===== config.mk =====
export PLATFORM = sky130hd
export DESIGN_NAME = vme_read_seq
export DESIGN_NICKNAME = d
export VERILOG_FILES = /design/src/rtl/vme_read_seq.sv
export SDC_FILE = /design/constraint.sdc
export NUM_CORES = 1
export LEC_CHECK = 0
export ABC_CLOCK_PERIOD_IN_PS = 1660
export CAP_MARGIN = 20
export CORE_MARGIN = 2
export CORE_UTILIZATION = 46
export DETAILED_ROUTE_END_ITERATION = 7
export PLACE_DENSITY = 0.71
export SETUP_SLACK_MARGIN = 0.1
export SLEW_MARGIN = 20
export SYNTH_ARGS = -nofsm -noshare
export SYNTH_HDL_FRONTEND = slang
export SYNTH_SLANG_ARGS = --single-unit
export TNS_END_PERCENT = 5

===== constraint.sdc =====
create_clock -name clk -period 1.66 [get_ports clk]
set_input_delay 0.166 -clock clk [delete_from_list [all_inputs] [get_ports clk]]
set_output_delay 0.166 -clock clk [all_outputs]
set_load 0.005 [all_outputs]

===== src/rtl/vme_read_seq.sv =====
// Read-cycle sequencer for the VME64 slave register file.
// Drives the byte-mux select, waits for the mux output to settle, captures the
// selected byte and acknowledges the bus. BLT mode auto-increments the index.
module vme_read_seq #(
    parameter int unsigned NUM_REGS   = 10,
    parameter int unsigned SETTLE_CYC = 1
) (
    input  logic       clk,
    input  logic       reset,
    input  logic       rd_req,
    input  logic [3:0] rd_addr,
    input  logic       blt,
    input  logic [7:0] mux_dout,
    output logic [3:0] sel,
    output logic [7:0] rd_data,
    output logic       dtack,
    output logic       addr_err,
    output logic       busy
);

    localparam logic [3:0] NumRegs   = 4'(NUM_REGS);
    localparam logic [3:0] LastIdx   = 4'(NUM_REGS - 1);
    localparam logic [2:0] SettleMax = 3'(SETTLE_CYC);

    typedef enum logic [1:0] {
        StIdle,
        StSelect,
        StAck
    } state_t;

    state_t     state_q, state_d;
    logic [3:0] index_q, index_d;
    logic       blt_mode_q, blt_mode_d;
    logic [2:0] cnt_q, cnt_d;
    logic [3:0] sel_q, sel_d;
    logic [7:0] rd_data_q, rd_data_d;
    logic       dtack_q, dtack_d;
    logic       addr_err_q, addr_err_d;

    // Mux select code: index i maps to 4'hF - i; out-of-range parks the mux at 0000 (reads FF).
    function automatic logic [3:0] encode_sel(input logic [3:0] idx);
        return (idx < NumRegs) ? (4'hF - idx) : 4'h0;
    endfunction

    // Next-state and registered-output logic.
    always_comb begin
        state_d    = state_q;
        index_d    = index_q;
        blt_mode_d = blt_mode_q;
        cnt_d      = cnt_q;
        sel_d      = sel_q;
        rd_data_d  = rd_data_q;
        dtack_d    = dtack_q;
        addr_err_d = addr_err_q;

        case (state_q)
            StIdle: begin
                if (rd_req) begin
                    state_d = StSelect;
                    cnt_d   = 3'd0;
                    if (!blt_mode_q) begin
                        index_d    = rd_addr;
                        blt_mode_d = blt;
                        sel_d      = encode_sel(rd_addr);
                    end else begin
                        // Mid-burst: keep the auto-incremented index, ignore rd_addr.
                        sel_d = encode_sel(index_q);
                    end
                end else if (!blt) begin
                    blt_mode_d = 1'b0;
                end
            end

            StSelect: begin
                if (!rd_req) begin
                    // Abort: no acknowledge and the index is left untouched for a retry.
                    state_d = StIdle;
                    sel_d   = 4'h0;
                end else if (cnt_q == SettleMax) begin
                    state_d    = StAck;
                    rd_data_d  = mux_dout;
                    dtack_d    = 1'b1;
                    addr_err_d = (index_q >= NumRegs);
                end else begin
                    cnt_d = cnt_q + 3'd1;
                end
            end

            StAck: begin
                if (!rd_req) begin
                    state_d    = StIdle;
                    dtack_d    = 1'b0;
                    addr_err_d = 1'b0;
                    sel_d      = 4'h0;
                    if (blt_mode_q) begin
                        // Wraps the last register to 0; an invalid start also restarts at 0.
                        index_d = (index_q >= LastIdx) ? 4'h0 : index_q + 4'h1;
                    end
                end
            end

            default: begin
                state_d = StIdle;
                sel_d   = 4'h0;
                dtack_d = 1'b0;
            end
        endcase
    end

    // State register with asynchronous active-high reset.
    always_ff @(posedge clk or posedge reset) begin
        if (reset) begin
            state_q    <= StIdle;
            index_q    <= 4'h0;
            blt_mode_q <= 1'b0;
            cnt_q      <= 3'd0;
            sel_q      <= 4'h0;
            rd_data_q  <= 8'h00;
            dtack_q    <= 1'b0;
            addr_err_q <= 1'b0;
        end else begin
            state_q    <= state_d;
            index_q    <= index_d;
            blt_mode_q <= blt_mode_d;
            cnt_q      <= cnt_d;
            sel_q      <= sel_d;
            rd_data_q  <= rd_data_d;
            dtack_q    <= dtack_d;
            addr_err_q <= addr_err_d;
        end
    end

    assign sel      = sel_q;
    assign rd_data  = rd_data_q;
    assign dtack    = dtack_q;
    assign addr_err = addr_err_q;
    assign busy     = (state_q != StIdle);

endmodule


# Yosys cells after proc, flatten, opt, wreduce, memory -nomap -nowiden
# Cells that the tools add are included.
[op_classes]
mux = 31
bitwise_logic = 1
eq_ne = 13
addsub = 4
n_reduce_logical = 14
order_cmp = 4
[op_table]
columns = ["cell", "n"]
rows = [
  ["2-to-1 mux 4 bit", 10],
  ["inequality test 2 bit (second input constant)", 9],
  ["case mux 4 bit (2 select lines)", 2],
  ["AND reduction 4 bit", 3],
  ["2-to-1 mux 3 bit", 3],
  ["greater-or-equal comparator 4 bit (second input constant)", 2],
  ["< comparator 4 bit (second input constant)", 2],
  ["2-to-1 mux 1 bit", 8],
  ["2-to-1 mux 2 bit", 4],
  ["nonzero test 2 bit", 4],
  ["subtractor 4 bit (first input constant)", 2],
  ["case mux 2 bit (3 select lines)", 1],
  ["case mux 3 bit (2 select lines)", 1],
  ["AND reduction 3 bit", 2],
  ["AND reduction 5 bit", 1],
  ["adder 4 x 1 -> 4 bit (second input constant)", 1],
  ["AND reduction 2 bit", 2],
  ["adder 3 x 1 -> 3 bit (second input constant)", 1],
  ["equality test 3 x 1 -> 1 bit (second input constant)", 1],
  ["inequality test 3 bit (second input constant)", 1],
  ["case mux 1 bit (3 select lines)", 1],
  ["equality test 2 x 1 -> 1 bit (second input constant)", 1],
  ["equality test 2 bit (second input constant)", 1],
  ["logical NOT 2 bit", 1],
  ["other kinds (3)", 3],
]
[word_totals]
regBits = 24
word_cells = 75
input_bits = 16
out_inout_bits = 15

# Longest topological paths before layout
# Gate-level depths: netlist (run 1).
[logic_depth]
ltp_word = 5
depth_mapped = 7

# Least setup slack after synthesis (run 1)
# No wires, ideal clock.
[synth_path]
path_kind = "register to register"
start = "register state_q[1]"
end = "register index_q[2]"
path_buffers = 0
synth_period_minus_slack_ns = 1.513
path_stages_with_launch = 7
arrival_ns = 1.391
setup_ns = 0.122
slack_ns = 0.147
required_time_ns = 1.538
cell_sequence = "dfrtp_1 -> inv_1 -> ha_1 -> nand2_2 -> o31ai_4 -> nand2_2 -> a32o_1"
[synth_via]
elab_chain_cells = 3
[synth_lines]
columns = ["element", "line", "rtl"]
rows = [
  ["from (decl)", "31", "state_t state_q, state_d;"],
  ["from (signal assigned)", "113", "state_q <= StIdle;"],
  ["from (signal assigned)", "122", "state_q <= state_d;"],
  ["equality test 2 bit / logical NOT 2 bit (equally long branches)", "56", "case (state_q)"],
  ["inequality test 2 bit (no source line) / nonzero test 2 bit (equally long branches)", "-", ""],
  ["AND reduction 5 bit (no source line)", "-", ""],
  ["to (signal assigned)", "123", "index_q <= index_d;"],
  ["to (decl)", "32", "logic [3:0] index_q, index_d;"],
]
# Parallel ways exist; a longest one is shown, timed or not.
# A chain may end at the register's enable or synchronous reset.

# Worst setup path after layout (run 1)
[layout_path]
start = "register state_q[0]"
end = "register index_q[2]"
# The elaborated chain is that of the path after synthesis.

==> impl_metrics.yaml, run 1 <==
sta:
  layout_min_cycle_time_ns: 1.53
  rsz0062_at_grt: "yes"
  clock_skew_ns: 0.0116
  slew-limit-headroom_pct: 71.9
  period_share_pct: 92.4
  setup_viol: 0
  worst_slew_pin_slew_ns: 0.420
  timing.final.hold_violations: 0
  fmax_mhz: 652
  finalMaxSlewViolations: 0
  setup_ws_ns: 0.126
global_route:
  grt.met1_usage_pct: 25.5
  track_usage_pct: 19.5
  met2_usage_pct: 33.3
  use_met3_pct: 4.02
  grt_pass1_wl_um: 5050
  grt_pass1_vias: 1101
  grt_max_degree: 25
  top_usage_layer: "met2"
  antenna_found_initial: 0
  grt-ovfl-total: 0
logic_synthesis:
  async_flop_share_pct: 100
  syn-instance-count: 137
  seq_area_frac_synth_pct: 45.0
  ys_seq_elements: 24
  yosysTopAreaCell: "dfrtp_1"
  synth-edff-count: 0
  syn-cell-area_um2: 1340
  ys_top_cells_by_area: "dfrtp_1 (45%), mux2_2 (8.4%), ha_1 (7.5%)"
  synth_ff_type: "dfrtp_1"
  synth_fp_nets: 161
  yosysUniqueCellTypes: 30
  syn_avg_cell_area_um2: 9.74
  synth_top_area_share_pct: 45.0
  ys_top_cells_by_count: "dfrtp_1 (24), o21ai_0 (16), a21oi_1 (13), nand2_1 (13), inv_1 (11)"
  synth.most_common_cell: "dfrtp_1"
  synth_warnings: 0
worst_setup_path:
  critical_path_class: "reg2reg"
  critPathRequiredTime_ns: 1.89
  crit_slowest_cell: "dfrtp_1"
  crit_chain: "inv_2 > ha_4 > nand2_2 > o31ai_4 > buf_4 > nand2_2 > a32o_1"
  worst_setup_path_end_kind: "flip-flop"
  cp_num_buf_inv: 2
  crit_path_start_kind: "flip-flop"
  crit_fanout: 5
  cp_common_cell: "nand2_2"
  worstPathArrival_ns: 1.76
  critPathMaxStageDelay_ns: 0.42
  critical-path-top-delay-family: "compound AO/OA/AOI/OAI gates"
pwr:
  p_sw_mw: 1.16
  seq_power_share_pct: 35.0
  pwr-share-comb_pct: 54.9
  clkPwrFrac_pct: 10.1
  power.static_leakage_nw: 0.790
  power_density_nw_per_um2: 1690
  intPower_mw: 1.93
  peakVddDrop_mv: 1.22
  sw_frac_of_total_pct: 37.6
routing:
  via_per_inst: 5.40
  wirelength_um: 3020
  ant_nets: 0
  wl_per_cell_um: 14.3
  drc_errors: 0
  drtPass1Iterations: 4
  drt_iter0_markers: 26
  vias: 1140
clock_tree:
  cts.htree.levels: 1
  clockBufferDepth: 2
  cts_tree: "done"
  clock_sinks: 24
  cts.reportedPaths.clkPinSlew_ns: 0.14
  insertion_delay_ns: 0.32
  hold_buffers: 0
  cts_buffers: 3
  cts-root-buf: "clkbuf_4"
flow_run:
  maxCapViolations: 0
layout:
  instances_no_fill: 211
  drive_above_1_share_pct: 25.0
  areaGrowthSynthToFinish_pct: 37.5
  fin_nets: 205
  fin_util_pct: 66.6
  diodes: 0
floorplanning:
  die_w_um: 57.9
  core_um2: 2760
  fp.dieH_um: 57.9
  fp.dieArea_um2: 3350
  ios: 31
  rows: 19
  floorplan.initialDensity_pct: 48.4
outcome:
  status: "finished clean"
placed_design:
  dp.cells: 203
  place_congestion: 0.823
  dp_slack_ns: -0.00684
  io_buffers: 30
  dp_hpwl_um: 2220
hold_path:
  hp-class: "in2async"
==> worst register-to-register path: stages, from the launching register on <==
cell,delay (ns)
dfrtp_1,0.42
inv_2,0.12
ha_4,0.18
nand2_2,0.08
o31ai_4,0.24
buf_4,0.16
nand2_2,0.04
a32o_1,0.20
==> through the flow <==
stage	area, µm²	total power, mW	hold slack, ns	TNS [ns]
3_5_place_dp	1730	2.63	0.474	-0.00684
4_1_cts	1790	3.02	0.194	0
5_1_grt	1840	3.34	0.214	0
2_1_floorplan	1340	1.91	0.181	0
3_3_place_gp	1730	2.57	0.476	0
6_report	1840	3.10	0.179	0
==> what timing repair did <==
| item | 4_1_cts | 5_1_grt |
|---|---|---|
| pin swaps | 0 | 3 |
| setup endpoints to repair | 12 | 16 |
| setup buffers | 2 | 2 |
| gates resized for setup | 6 | 10 |
==> final cells by class <==
| class | count | area (µm²) |
|---|---|---|
| clock buffers | 4 | 36.3 |
| multi-input cells | 97 | 713 |
| flip-flops and latches | 24 | 602 |
| repair buffers | 44 | 404 |
| inverters | 11 | 41.3 |
| well taps | 31 | 38.8 |
| fillers | 215 | 922 |
==> per-layer routing <==
metal	wire [µm]	up-vias	part of all wire [%]
li1	-	570	-
met1	1390	547	46
met2	1510	21	50
met3	93	2	3.1
met4	17	0	0.56
met5	0	-	0
==> power groups by stage <==
| stage | Sequential [mW] | Combinational [mW] | Clock [mW] |
|---|---|---|---|
| 6_report | 1.08 | 1.70 | 0.314 |
| 5_1_grt | 1.11 | 1.89 | 0.343 |
| 4_1_cts | 1.07 | 1.62 | 0.326 |
| 3_5_place_dp | 1.08 | 1.55 | 0 |
| 3_3_place_gp | 1.07 | 1.50 | 0 |
| 2_1_floorplan | 1.03 | 0.881 | 0 |
==> sequential cells by signal (all words and copies together) (netlist names) <==
register / count
rd_data: 8
index_q: 4
sel: 4
cnt_q: 3
state_q: 2
addr_err: 1
blt_mode_q: 1
dtack: 1
==> final timing paths <==
| path | from | slack [ns] | depth (start not counted) | endpoint |
|---|---|---|---|---|
| setup / recovery | state_q[0] | 0.13 | 7 | index_q[2] |
| hold / removal | reset | 0.18 | 3 | cnt_q[0] |
| setup reg to reg | state_q[0] | 0.13 | 7 | index_q[2] |
| hold reg to reg | sel[2] | 0.50 | 2 | sel[2] |
| max in group asynchronous | reset | 1.23 | 3 | index_q[0] |
| min in group clk | mux_dout[0] | 0.44 | 2 | rd_data[0] |
==> layout by cell type (no fill, tap or decap), types with 3 or more instances in the layout <==
| cell type | instances |
|---|---|
| ha_1 | 4 |
| clkbuf_4 | 3 |
| clkdlybuf4s50_1 | 29 |
| inv_2 | 5 |
| nand2_1 | 13 |
| nor2_1 | 6 |
| nand3_1 | 3 |
| o21ai_0 | 16 |
| a22o_1 | 3 |
| buf_4 | 14 |
| a21oi_1 | 12 |
| inv_1 | 6 |
| mux2_2 | 10 |
| dfrtp_1 | 23 |
==> logic make-up (layout without fill, tap and decap cells) <==
kind of cell | count (synthesis) | in the layout | share of synthesized area, %
AND/OR/NAND/NOR | 35 | 35 | 13.5
buffers and inverters | 16 | 59 | 4.87
flip-flops | 24 | 24 | 45.0
AO/OA/AOI/OAI | 43 | 43 | 20.0
multiplexers | 11 | 11 | 9.18
adder cells (fa/ha/maj) | 8 | 8 | 7.50
No activity file was read; power rests on OpenSTA's default activity.
==> run 2, diff against run 1 <==
--- a/config.mk
+++ b/config.mk
@@ -11,7 +11,7 @@
 export CORE_UTILIZATION = 46
 export DETAILED_ROUTE_END_ITERATION = 7
 export PLACE_DENSITY = 0.71
-export SETUP_SLACK_MARGIN = 0.1
+export SETUP_SLACK_MARGIN = 0.02
 export SLEW_MARGIN = 20
 export SYNTH_ARGS = -nofsm -noshare
 export SYNTH_HDL_FRONTEND = slang
==> run 2 against run 1 <==
  * Core utilization shrank 0.82 points
  * Global-route usage stayed put
  * Setup slack worse by 0.0075 ns
  * Via count shrank 0.44%
  * Critical endpoint is now addr_err
  * Largest cell class unchanged
  * Highest routed layer unchanged
==> impl_metrics.yaml, run 2 (synthesized netlist as in run 1, its figures left out) <==
outcome:
  status: "finished clean"
floorplanning:
  floorplan.initialDensity_pct: 48.4
  core_um2: 2760
  rows: 19
  fp.dieArea_um2: 3350
  fp.dieH_um: 57.9
  die_w_um: 57.9
  ios: 31
routing:
  drc_errors: 0
  wl_per_cell_um: 14.3
  ant_nets: 0
  via_per_inst: 5.43
  drtPass1Iterations: 4
  vias: 1135
  drt_iter0_markers: 25
  wirelength_um: 2990
hold_path:
  hp-class: "in2async"
sta:
  finalMaxSlewViolations: 0
  timing.final.hold_violations: 0
  holdWs_ns: 0.182
  setup_viol: 0
  slew-limit-headroom_pct: 72.4
  fmax_mhz: 649
  clock_skew_ns: 0.0112
  layout_min_cycle_time_ns: 1.54
  period_share_pct: 92.9
  rsz0062_at_grt: "yes"
  setup_ws_ns: 0.118
  worst_slew_pin_slew_ns: 0.412
layout:
  instances_no_fill: 209
  diodes: 0
  postLayoutCellArea_um2: 1810
  fin_nets: 203
  largest_reg_flops: 8
  drive_above_1_share_pct: 21.3
  areaGrowthSynthToFinish_pct: 35.8
  fill_cells: 221
  final_cell_mix: "clkdlybuf4s50_1 (29), dfrtp_1 (24), o21ai_0 (16)"
  final_common_cell: "clkdlybuf4s50_1"
global_route:
  grt_pass1_wl_um: 5050
  grt-ovfl-total: 0
  grt_max_degree: 25
  track_usage_pct: 19.5
  grt_pass1_vias: 1101
  antenna_found_initial: 0
clock_tree:
  insertion_delay_ns: 0.32
  clockBufferDepth: 2
  clock_sinks: 24
  cts.htree.levels: 1
  cts.reportedPaths.clkPinSlew_ns: 0.14
  cts_buffers: 3
  cts_tree: "done"
  cts-root-buf: "clkbuf_4"
flow_run:
  maxCapViolations: 0
placed_design:
  dp_slack_ns: -0.00684
  place_congestion: 0.823
  placed_cell_area_um2: 1730
  dp.cells: 203
  dp_hpwl_um: 2220
  io_buffers: 30
worst_setup_path:
  worstPathArrival_ns: 1.75
  worstRegToRegCells: 6
  r2r-end: "addr_err"
  crit_path_start_kind: "flip-flop"
  crit_fanout: 3
  r2r-start: "cnt_q[1]"
  critical_path_class: "reg2reg"
  worst_setup_path_end_kind: "flip-flop"
  critPathRequiredTime_ns: 1.87
  ff2ff_setup_slack_ns: 0.12
pwr:
  peakVddDrop_mv: 1.18
  power_density_nw_per_um2: 1680
  total_power_mw: 3.04
  power.static_leakage_nw: 0.784
[run 2: area by class of cell]
cell class	count	area [µm²]	area share [%]
Multi-Input combinational cell	97	707	39.0
Sequential cell	24	601	33.1
Timing Repair Buffer	42	389	21.5
Inverter	11	41.3	2.28
Clock buffer	4	36.3	2.00
Tap cell	31	38.8	2.14
[run 2: timing repair]
action	CTS	global route
hold buffers	0	0
buffers inserted	2	0
resized for setup	6	5
endpoints found under the setup margin	1	13
[run 2: how the worst max path moves through the flow]
stage / startpoint / end / slack (ns) / cells past startpoint
floorplan: state_q[1] / index_q[2] / 0.15 / 6
global placement: rd_req / index_q[0] / 0.04 / 6
detailed placement: rd_req / index_q[0] / -0.007 / 6
CTS: state_q[0] / index_q[0] / 0.04 / 7
global route: index_q[0] / index_q[0] / 0.02 / 6
finish: cnt_q[1] / addr_err / 0.12 / 6
[run 2: where the power goes]
group          switching, mW  internal, mW  total (mW)
combinational          0.727         0.926        1.65
sequential             0.236         0.839        1.07
clock                  0.180         0.134       0.314
[run 2: critical path, stage by stage, from the launching register on]
cell      delay, ns
dfrtp_1        0.43
inv_1          0.09
ha_1           0.17
buf_4          0.12
nand3b_1       0.09
a21oi_1        0.20
mux2_2         0.34
[run 2: stage by stage]
stage	util [%]	setup TNS (ns)
3_3_place_gp	62.6	0
6_report	65.7	0
2_1_floorplan	-	0
5_1_grt	65.7	0
4_1_cts	64.8	0
3_5_place_dp	62.6	-0.00684
[run 2: metal layers]
layer | part of all wire [%] | track usage (%) | up-vias
met2 | 51 | 33.3 | 28
met1 | 45 | 25.5 | 541
met5 | 0 | 0 | -
met3 | 3.5 | 4.02 | 2
li1 | - | - | 564
met4 | 0.57 | 4.65 | 0
